File: src/rtl/jt900h_div_ctl_pkg.sv
// Shared definitions for the DIV/DIVS sequencer: state encoding and operand length widths.
package jt900h_div_ctl_pkg;

    localparam int unsigned ST_W   = 3;
    localparam int unsigned W_BYTE = 8;
    localparam int unsigned W_WORD = 16;

    typedef enum logic [ST_W-1:0] {
        StIdle   = 3'd0,
        StAbs    = 3'd1,
        StLaunch = 3'd2,
        StWaitb  = 3'd3,
        StWaite  = 3'd4,
        StFix    = 3'd5,
        StDone   = 3'd6
    } div_st_t;

endpackage

File: src/rtl/jt900h_div_ctl_if.sv
// ALU request/result handshake plus the start/busy link to the shared divider datapath.
interface jt900h_div_ctl_if #(
    parameter int unsigned DW = 16
);
    logic          cen;
    logic          req;
    logic          sgn;
    logic          len;
    logic [DW-1:0] dvd;
    logic [DW-1:0] dvs;
    logic          busy;
    logic          done;
    logic [DW-1:0] quot;
    logic [DW-1:0] rem;
    logic          v;
    logic          div_start;
    logic          div_len;
    logic [DW-1:0] div_op0;
    logic [DW-1:0] div_op1;
    logic          div_busy;
    logic [DW-1:0] div_quot;
    logic [DW-1:0] div_rem;

    modport slave (
        input  cen, req, sgn, len, dvd, dvs, div_busy, div_quot, div_rem,
        output busy, done, quot, rem, v, div_start, div_len, div_op0, div_op1
    );

    modport master (
        output cen, req, sgn, len, dvd, dvs, div_busy, div_quot, div_rem,
        input  busy, done, quot, rem, v, div_start, div_len, div_op0, div_op1
    );
endinterface

File: src/rtl/jt900h_div_sgn.sv
// Conditional two's-complement negate over the active length (8 or 16 bits), zero-extended.
module jt900h_div_sgn
    import jt900h_div_ctl_pkg::*;
#(
    parameter int unsigned DW = 16
) (
    input  logic          len,
    input  logic          neg,
    input  logic [DW-1:0] din,
    output logic [DW-1:0] dout
);

    logic [DW-1:0] neg_din;

    always_comb begin
        neg_din = neg ? (~din + DW'(1)) : din;
        dout    = len ? neg_din : {{(DW-W_BYTE){1'b0}}, neg_din[W_BYTE-1:0]};
    end

endmodule

File: src/rtl/jt900h_div_ctl.sv
// DIV/DIVS sequencer: sign magnitude conversion, divider launch, sign restore and V flag.
// Optional JT900H_DIVCTL_TRIV_EN: divisor magnitude 1 bypasses the divider.
module jt900h_div_ctl
    import jt900h_div_ctl_pkg::*;
#(
    parameter int unsigned DW = 16
) (
    input logic             rst,
    input logic             clk,
    jt900h_div_ctl_if.slave bus
);

    div_st_t       st;
    logic          lsgn, llen;
    logic [DW-1:0] ldvd, ldvs;
    logic [DW-1:0] mquot, mrem;
    logic          neg_q, neg_r, dz;

    logic          sd, ss, ovf;
    logic [DW-1:0] mag0, mag1, fquot, frem;
    logic [DW-1:0] ones_n, msb_n, dvd_n;

    always_comb begin
        sd     = lsgn & (llen ? ldvd[DW-1] : ldvd[W_BYTE-1]);
        ss     = lsgn & (llen ? ldvs[DW-1] : ldvs[W_BYTE-1]);
        ones_n = llen ? {DW{1'b1}} : {{(DW-W_BYTE){1'b0}}, {W_BYTE{1'b1}}};
        msb_n  = llen ? {1'b1, {(DW-1){1'b0}}}
                      : {{(DW-W_BYTE){1'b0}}, 1'b1, {(W_BYTE-1){1'b0}}};
        dvd_n  = ldvd & ones_n;
        // A positive signed result cannot reach 2^(n-1); only -min / -1 gets there
        ovf    = lsgn & ~neg_q & |(mquot & msb_n);
    end

    jt900h_div_sgn #(.DW(DW)) u_abs0 (.len(llen), .neg(sd),    .din(ldvd),  .dout(mag0));
    jt900h_div_sgn #(.DW(DW)) u_abs1 (.len(llen), .neg(ss),    .din(ldvs),  .dout(mag1));
    jt900h_div_sgn #(.DW(DW)) u_fixq (.len(llen), .neg(neg_q), .din(mquot), .dout(fquot));
    jt900h_div_sgn #(.DW(DW)) u_fixr (.len(llen), .neg(neg_r), .din(mrem),  .dout(frem));

    always_ff @(posedge clk or posedge rst) begin
        if (rst) begin
            st            <= StIdle;
            lsgn          <= 1'b0;
            llen          <= 1'b0;
            ldvd          <= '0;
            ldvs          <= '0;
            mquot         <= '0;
            mrem          <= '0;
            neg_q         <= 1'b0;
            neg_r         <= 1'b0;
            dz            <= 1'b0;
            bus.busy      <= 1'b0;
            bus.done      <= 1'b0;
            bus.quot      <= '0;
            bus.rem       <= '0;
            bus.v         <= 1'b0;
            bus.div_start <= 1'b0;
            bus.div_len   <= 1'b0;
            bus.div_op0   <= '0;
            bus.div_op1   <= '0;
        end else if (bus.cen) begin
            unique case (st)
                StIdle: begin
                    if (bus.req) begin
                        lsgn     <= bus.sgn;
                        llen     <= bus.len;
                        ldvd     <= bus.dvd;
                        ldvs     <= bus.dvs;
                        bus.busy <= 1'b1;
                        st       <= StAbs;
                    end
                end
                StAbs: begin
                    neg_q <= sd ^ ss;
                    neg_r <= sd;
                    dz    <= (mag1 == '0);
                    if (mag1 == '0) begin
                        st <= StFix;
`ifdef JT900H_DIVCTL_TRIV_EN
                    end else if (mag1 == DW'(1)) begin
                        mquot <= mag0;
                        mrem  <= '0;
                        st    <= StFix;
`endif
                    end else begin
                        bus.div_start <= 1'b1;
                        bus.div_len   <= llen;
                        bus.div_op0   <= mag0;
                        bus.div_op1   <= mag1;
                        st            <= StLaunch;
                    end
                end
                StLaunch: begin
                    bus.div_start <= 1'b0;
                    st            <= StWaitb;
                end
                StWaitb: begin
                    if (bus.div_busy) st <= StWaite;
                end
                StWaite: begin
                    if (!bus.div_busy) begin
                        mquot <= bus.div_quot & ones_n;
                        mrem  <= bus.div_rem & ones_n;
                        st    <= StFix;
                    end
                end
                StFix: begin
                    if (dz) begin
                        bus.quot <= ones_n;
                        bus.rem  <= dvd_n;
                        bus.v    <= 1'b1;
                    end else if (ovf) begin
                        bus.quot <= msb_n;
                        bus.rem  <= '0;
                        bus.v    <= 1'b1;
                    end else begin
                        bus.quot <= fquot;
                        bus.rem  <= frem;
                        bus.v    <= 1'b0;
                    end
                    bus.done <= 1'b1;
                    bus.busy <= 1'b0;
                    st       <= StDone;
                end
                StDone: begin
                    bus.done <= 1'b0;
                    st       <= StIdle;
                end
                default: st <= StIdle;
            endcase
        end
    end

endmodule

File: src/flat_wrapper.sv
// flat-port wrapper written by rule: the top's interface ports become plain ports
module jt900h_div_ctl_flat import jt900h_div_ctl_pkg::*;
#(
    parameter int unsigned DW = 16
)
  (rst, clk, bus_cen, bus_req, bus_sgn, bus_len, bus_dvd, bus_dvs, bus_div_busy, bus_div_quot, bus_div_rem, bus_busy, bus_done, bus_quot, bus_rem, bus_v, bus_div_start, bus_div_len, bus_div_op0, bus_div_op1);
  jt900h_div_ctl_if #(.DW(DW)) bus_i ();
  input logic rst;
  input logic clk;
  input wire logic [$bits(bus_i.cen)-1:0] bus_cen;
  input wire logic [$bits(bus_i.req)-1:0] bus_req;
  input wire logic [$bits(bus_i.sgn)-1:0] bus_sgn;
  input wire logic [$bits(bus_i.len)-1:0] bus_len;
  input wire logic [$bits(bus_i.dvd)-1:0] bus_dvd;
  input wire logic [$bits(bus_i.dvs)-1:0] bus_dvs;
  input wire logic [$bits(bus_i.div_busy)-1:0] bus_div_busy;
  input wire logic [$bits(bus_i.div_quot)-1:0] bus_div_quot;
  input wire logic [$bits(bus_i.div_rem)-1:0] bus_div_rem;
  output wire logic [$bits(bus_i.busy)-1:0] bus_busy;
  output wire logic [$bits(bus_i.done)-1:0] bus_done;
  output wire logic [$bits(bus_i.quot)-1:0] bus_quot;
  output wire logic [$bits(bus_i.rem)-1:0] bus_rem;
  output wire logic [$bits(bus_i.v)-1:0] bus_v;
  output wire logic [$bits(bus_i.div_start)-1:0] bus_div_start;
  output wire logic [$bits(bus_i.div_len)-1:0] bus_div_len;
  output wire logic [$bits(bus_i.div_op0)-1:0] bus_div_op0;
  output wire logic [$bits(bus_i.div_op1)-1:0] bus_div_op1;
  assign bus_i.cen = bus_cen;
  assign bus_i.req = bus_req;
  assign bus_i.sgn = bus_sgn;
  assign bus_i.len = bus_len;
  assign bus_i.dvd = bus_dvd;
  assign bus_i.dvs = bus_dvs;
  assign bus_i.div_busy = bus_div_busy;
  assign bus_i.div_quot = bus_div_quot;
  assign bus_i.div_rem = bus_div_rem;
  assign bus_busy = bus_i.busy;
  assign bus_done = bus_i.done;
  assign bus_quot = bus_i.quot;
  assign bus_rem = bus_i.rem;
  assign bus_v = bus_i.v;
  assign bus_div_start = bus_i.div_start;
  assign bus_div_len = bus_i.div_len;
  assign bus_div_op0 = bus_i.div_op0;
  assign bus_div_op1 = bus_i.div_op1;
  jt900h_div_ctl #(.DW(DW)) u_core (.rst(rst), .clk(clk), .bus(bus_i));
endmodule
File: config.mk
export PLATFORM = sky130hd
export DESIGN_NAME = jt900h_div_ctl_flat
export DESIGN_NICKNAME = d
export VERILOG_FILES = /design/src/rtl/jt900h_div_ctl_pkg.sv /design/src/rtl/jt900h_div_ctl_if.sv /design/src/rtl/jt900h_div_sgn.sv /design/src/rtl/jt900h_div_ctl.sv /design/src/flat_wrapper.sv
export SDC_FILE = /design/constraint.sdc
export NUM_CORES = 1
export LEC_CHECK = 0
export BUFFER_PORTS_ARGS = -buffer_cell sky130_fd_sc_hd__buf_2
export CORE_UTILIZATION = 56
export DETAILED_ROUTE_END_ITERATION = 8
export PLACE_DENSITY = 0.87
export RECOVER_POWER = 50
export SYNTH_ARGS = -nofsm -noshare
export SYNTH_HDL_FRONTEND = slang
export SYNTH_SLANG_ARGS = --single-unit
File: constraint.sdc
create_clock -name clk -period 4.5 [get_ports clk]
set_input_delay 0.225 -clock clk [delete_from_list [all_inputs] [get_ports clk]]
set_output_delay 0.225 -clock clk [all_outputs]
set_load 0.05 [all_outputs]
# Word level (Yosys, flattened, before mapping)
# Index checks and enable logic that the tools add are counted.
# classes
addsub,4
bitwise_logic,16
mux,28
reduce_logical,15
n_eq_ne,10
# op_table
cell,n
$mux 16,14
$add 16x1->16 const B,4
$and 16x16->16,4
$not 16->16,4
$pmux 3 s6,1
$logic_not 16->1,1
$reduce_or 16->1,1
$reduce_and 3->1,5
$mux 3,4
$eq 3x3->1 const B,3
$ne 2x2->1 const B,4
$eq 3x2->1 const B,2
$mux 1,6
$pmux 1 s2,3
$reduce_and 2->1,3
$reduce_bool 2->1,3
$and 1x1->1,4
$reduce_and 4->1,1
$eq 3x1->1 const B,1
$logic_not 3->1,1
$not 1->1,3
$xor 1x1->1,1
# word_totals
wordCells,92
register_bits,141

# Longest topological paths before layout
# logic_depth
depth_word,7
mapped_depth,10
depth_no_buf,9

# Modules after synthesis
# A second synthesis with hierarchy kept.
# unflattened
hier_cells,732
hier_area_um2,7778.7
# modules_own_cells
mod,n_inst,seq_area_each_um2,cells_per_inst,area_each_um2
jt900h_div_ctl,1,3528.4,500,6062.1
jt900h_div_sgn,4,0.0,58,429.2

# Least setup slack after synthesis
# OpenSTA, ideal clock, no wires.
# synth_timing
path_type,flip-flop to flip-flop
start,register u_core.ldvs[2]
end,register u_core.bus.div_op0[2]
period_less_slack_ps,2778
path_buffers,3
t_arrival_ps,2650
setup_ps,128
slack_ps,1722
stages_incl_launch_ff,11
required_time_ps,4372
path_cell_list,dfrtp_1 buf_6 or4_1 buf_2 o311ai_4 xnor2_1 a2111oi_4 nand4_2 nand2_4 buf_12 mux2_1
# synth_via
elab_chain_len,7
# synth_lines
element,line_no,rtl
start: declaration,jt900h_div_ctl.sv:15,"logic [DW-1:0] ldvd, ldvs;"
start signal: assignment,jt900h_div_ctl.sv:67,ldvs <= bus.dvs;
$not 16->16,jt900h_div_sgn.sv:16,neg_din = neg ? (~din + DW'(1)) : din;
$add 16x1->16,jt900h_div_sgn.sv:16,
$mux 16 (*),jt900h_div_sgn.sv:16,
$mux 16 (*),jt900h_div_sgn.sv:17,"dout = len ? neg_din : {{(DW-W_BYTE){1'b0}}, neg_din[W_BYTE-1:0]};"
$logic_not 16->1 (*),jt900h_div_ctl.sv:76,if (mag1 == '0) begin
$not 1->1 (no line) (*),--,
$reduce_and 3->1 (no line) (*),--,
end signal: assignment,jt900h_div_ctl.sv:87,bus.div_op0 <= mag0;
end: declaration,jt900h_div_ctl_if.sv:26,"output busy, done, quot, rem, v, div_start, div_len, div_op0, div_op1"
# Every way passes the cells marked *; elsewhere a longest branch is shown, timed or not.
# A chain may end at the register's enable or synchronous reset.

# Worst setup path after layout
# layout_timing
start,register u_core.ldvs[1]
end,register u_core.bus.div_op1[6]
# layout_via
elab_chain_len,7
# layout_lines
element,line_no,rtl
$not 16->16,jt900h_div_sgn.sv:16,
$add 16x1->16,jt900h_div_sgn.sv:16,
$mux 16 (*),jt900h_div_sgn.sv:16,
$mux 16 (*),jt900h_div_sgn.sv:17,
$logic_not 16->1,jt900h_div_ctl.sv:76,
$not 1->1 (no line),--,
$reduce_and 3->1 (no line),--,
end signal: assignment,jt900h_div_ctl.sv:88,bus.div_op1 <= mag1;
end: declaration,jt900h_div_ctl_if.sv:26,
# Marked as above.

==> impl_metrics.ini <==
[status]
outcome = finished with violations
failed_checks = max-capacitance violations, max-slew violations

[worst_setup_path]
path_cells = inv_1, ha_1, or3b_2, nor4_1, o221ai_1, a22oi_1, nand4_2, nand2_4, mux2_2
crit_buf_inv = 1
path_max_fanout = 33
worstSetupPathType = flip-flop to flip-flop
cpLargestDelayFamily = simple AND/OR/NAND/NOR gates
r2r_start = u_core.ldvs[1]
reg2reg_to = u_core.bus.div_op1[6]
crit_required_ns = 4.80
critical_path_arrival_ns = 3.91
slowest_stage = nand2_4
crit_path_end_kind = flip-flop
critPathLaunchType = flip-flop
r2r_cells = 9
crit_path_max_incr_delay_ns = 0.53
rrSetupSlack_ns = 0.89

[detailed_routing]
firstDrtPassIters = 5
via_per_inst = 5.94
drc_errors = 0
num_vias = 6025
drt-total-wl_um = 18000
antenna_left = 0
wl_per_cell_um = 17.8
drt-initial-drc-count = 574

[floorplanning]
die-width_um = 116
core_area_mm2 = 0.0126
die_y_um = 116
initial_utilization = 0.574
ios = 140
die-area_mm2 = 0.0134
fp-row-count = 41

[synthesis]
netlist_area_mm2 = 0.00724
synth_seq_area_share = 0.487
synth.avg_cell_area_um2 = 10.1
synthesis.nets = 790
synthArstFlopShare = 1.00
synthFlopType = dfrtp_1
synth_enable_flop_cells = 0
synth-seq-cells = 141
syn_inst = 715
yosys_warnings = 0
synth_cell_type_count = 60

[layout]
fin_nets = 905
fillers = 1002
syn2layout_area_growth_pct = 17.8
layout_commonest_cell = dfrtp_1
final_cell_mix = dfrtp_1, nand2_1, o21ai_0
drive_gt1_frac = 0.209
diodes = 0

[cts]
cts.clk_slew.worst_paths_ns = 0.06
ctsLongestPathBuffers = 2
cts_tree = yes
clock_tree.htree_level_count = 4
cts_resized = 0
cts_made_buffers = 17
postCtsHoldBufs = 1
cts_sinks = 141
post-cts-setup-buffer-count = 0
root_buffer = clkbuf_16
worstSkewPairLatency_ns = 0.42

[timing]
hold_viol_final = 0
min_period_ns = 3.61
fin_skew_ns = 0.00938
tightest_slew_ns = 2.59
fin_crit_sh = 0.802
slew_headroom = -0.728
rsz0062_at_grt = false
setup_tns_ns = 0
fmax_ghz = 0.277
setup_violations = 0
slew_violations = 92

[power]
ir_worst_vdd_mv = 0.552
power_density_mw_per_mm2 = 889
p_leak_nw = 3.65
power.total_w = 0.00758

[hold_path]
min_from = bus_dvs[8]
hp-class = input port to flip-flop
min_to = u_core.ldvs[8]
hold_depth = 3

[global_routing]
grt_pass1_wl_um = 28700
grt_start_max_net_pins = 93
grt_antenna_before_repair = 0
track_usage = 0.285
grt_pass1_vias = 5611
grt_overflow = 0

[placement]
gp_congestion = 0.909
post-dp-hpwl_um = 12400
io_buffers = 139

[job]
maxCapViolCount = 2
area by class of cell:
class | instances | area (um^2) | share of cell area
inverters | 15 | 61.3 | 0.00719
repair buffers | 145 | 648 | 0.0760
clock buffers | 17 | 425 | 0.0499
flip-flops and latches | 141 | 3530 | 0.414
multi-input cells | 510 | 3440 | 0.403
clock inverters | 14 | 215 | 0.0252
well taps | 172 | 215 | 0.0252
power by group:
part	switching, W	total [W]	internal, W	leakage (nW)
registers	0.000716	0.00256	0.00184	1.82
clock network	0.000549	0.00153	0.000982	0.310
logic	0.00225	0.00350	0.00125	1.53
metrics by stage:
step                      area (um^2)  instances  setup slack [ns]  hold WS, ns   util
after global routing             8530       1014             0.382       0.0239  0.676
after floorplan                  7240        715             0.494        0.342      -
after global placement           7980        982              1.05        0.433  0.632
final                            8530       1014             0.893       0.0233  0.676
after detailed placement         7980        982             0.991        0.433  0.632
after CTS                        8630       1014             0.948      0.00883  0.684
cells by family (layout without fill, tap and decap cells):
family	Yosys count	after routing	share of synthesized area
simple gates	199	199	0.130
compound gates	190	190	0.169
flops	141	141	0.487
mux	65	65	0.105
buf+inv	64	191	0.0387
xor+xnor	52	52	0.0629
fa+ha+maj	4	4	0.00691
worst register-to-register path, cell delays in order, from the launching register on:
cell,delay [ns]
dfrtp_1,0.48
inv_1,0.18
ha_1,0.39
or3b_2,0.51
nor4_1,0.19
o221ai_1,0.19
a22oi_1,0.25
nand4_2,0.36
nand2_4,0.53
mux2_2,0.41
routing by layer:
metal / global-route usage / wire length (um) / vias up
met3: 0.0748 / 1200 / 32
met2: 0.441 / 8550 / 243
met4: 0.117 / 372 / 0
met5: 0 / 0 / -
met1: 0.384 / 7930 / 2956
li1: - / - / 2794
registers in the layout, indices dropped and copies added, names as in the netlist:
| name | flops |
|---|---|
| u_core.bus.div_op0 | 16 |
| u_core.bus.div_op1 | 16 |
| u_core.bus.quot | 16 |
| u_core.bus.rem | 16 |
| u_core.ldvd | 16 |
| u_core.ldvs | 16 |
| u_core.mquot | 16 |
| u_core.mrem | 16 |
| u_core.st | 3 |
| u_core.bus.busy | 1 |
| u_core.bus.div_len | 1 |
| u_core.bus.div_start | 1 |
| u_core.bus.done | 1 |
| u_core.bus.v | 1 |
| u_core.dz | 1 |
| u_core.llen | 1 |
| u_core.lsgn | 1 |
| u_core.neg_q | 1 |
| u_core.neg_r | 1 |
Yosys cell counts (3+ instances only):
cell type	instances	area [um^2]
buf_2	4	20.0
inv_1	15	56.3
nor2_1	22	82.6
nor3_1	9	45.0
o21ai_0	90	450
o221ai_1	3	26.3
a22oi_1	13	97.6
a22o_1	11	96.3
xnor2_1	43	377
mux2_4	9	135
or3_1	7	43.8
o2bb2ai_1	3	26.3
or4_1	4	30.0
mux2_2	50	563
a21oi_1	27	135
a31oi_1	4	25.0
nand2b_1	4	25.0
ha_1	4	50.1
nand2_1	111	417
a32o_1	4	40.0
nand3_1	5	25.0
mux2_1	3	33.8
o41ai_1	10	87.6
or2_2	4	25.0
mux2i_1	3	30.0
clkbuf_1	41	154
dfrtp_1	141	3530
xor2_1	9	78.8
o31ai_1	9	67.6
nand4b_1	3	26.3
and2_1	3	18.8
nor4_1	10	62.6
worst max path at each step:
stage	cells after the start	startpoint	slack, ns	endpoint
floorplan	1	rst	0.49	u_core.bus.busy
global placement	7	u_core.ldvs[2]	1.05	u_core.bus.div_op1[6]
detailed placement	7	u_core.ldvs[2]	0.99	u_core.bus.div_op1[6]
CTS	9	u_core.ldvs[1]	0.95	u_core.bus.div_op1[6]
global route	4	rst	0.38	u_core.bus.quot[9]
finish	9	u_core.ldvs[1]	0.89	u_core.bus.div_op1[6]
No activity file was read; power rests on OpenSTA's default activity.
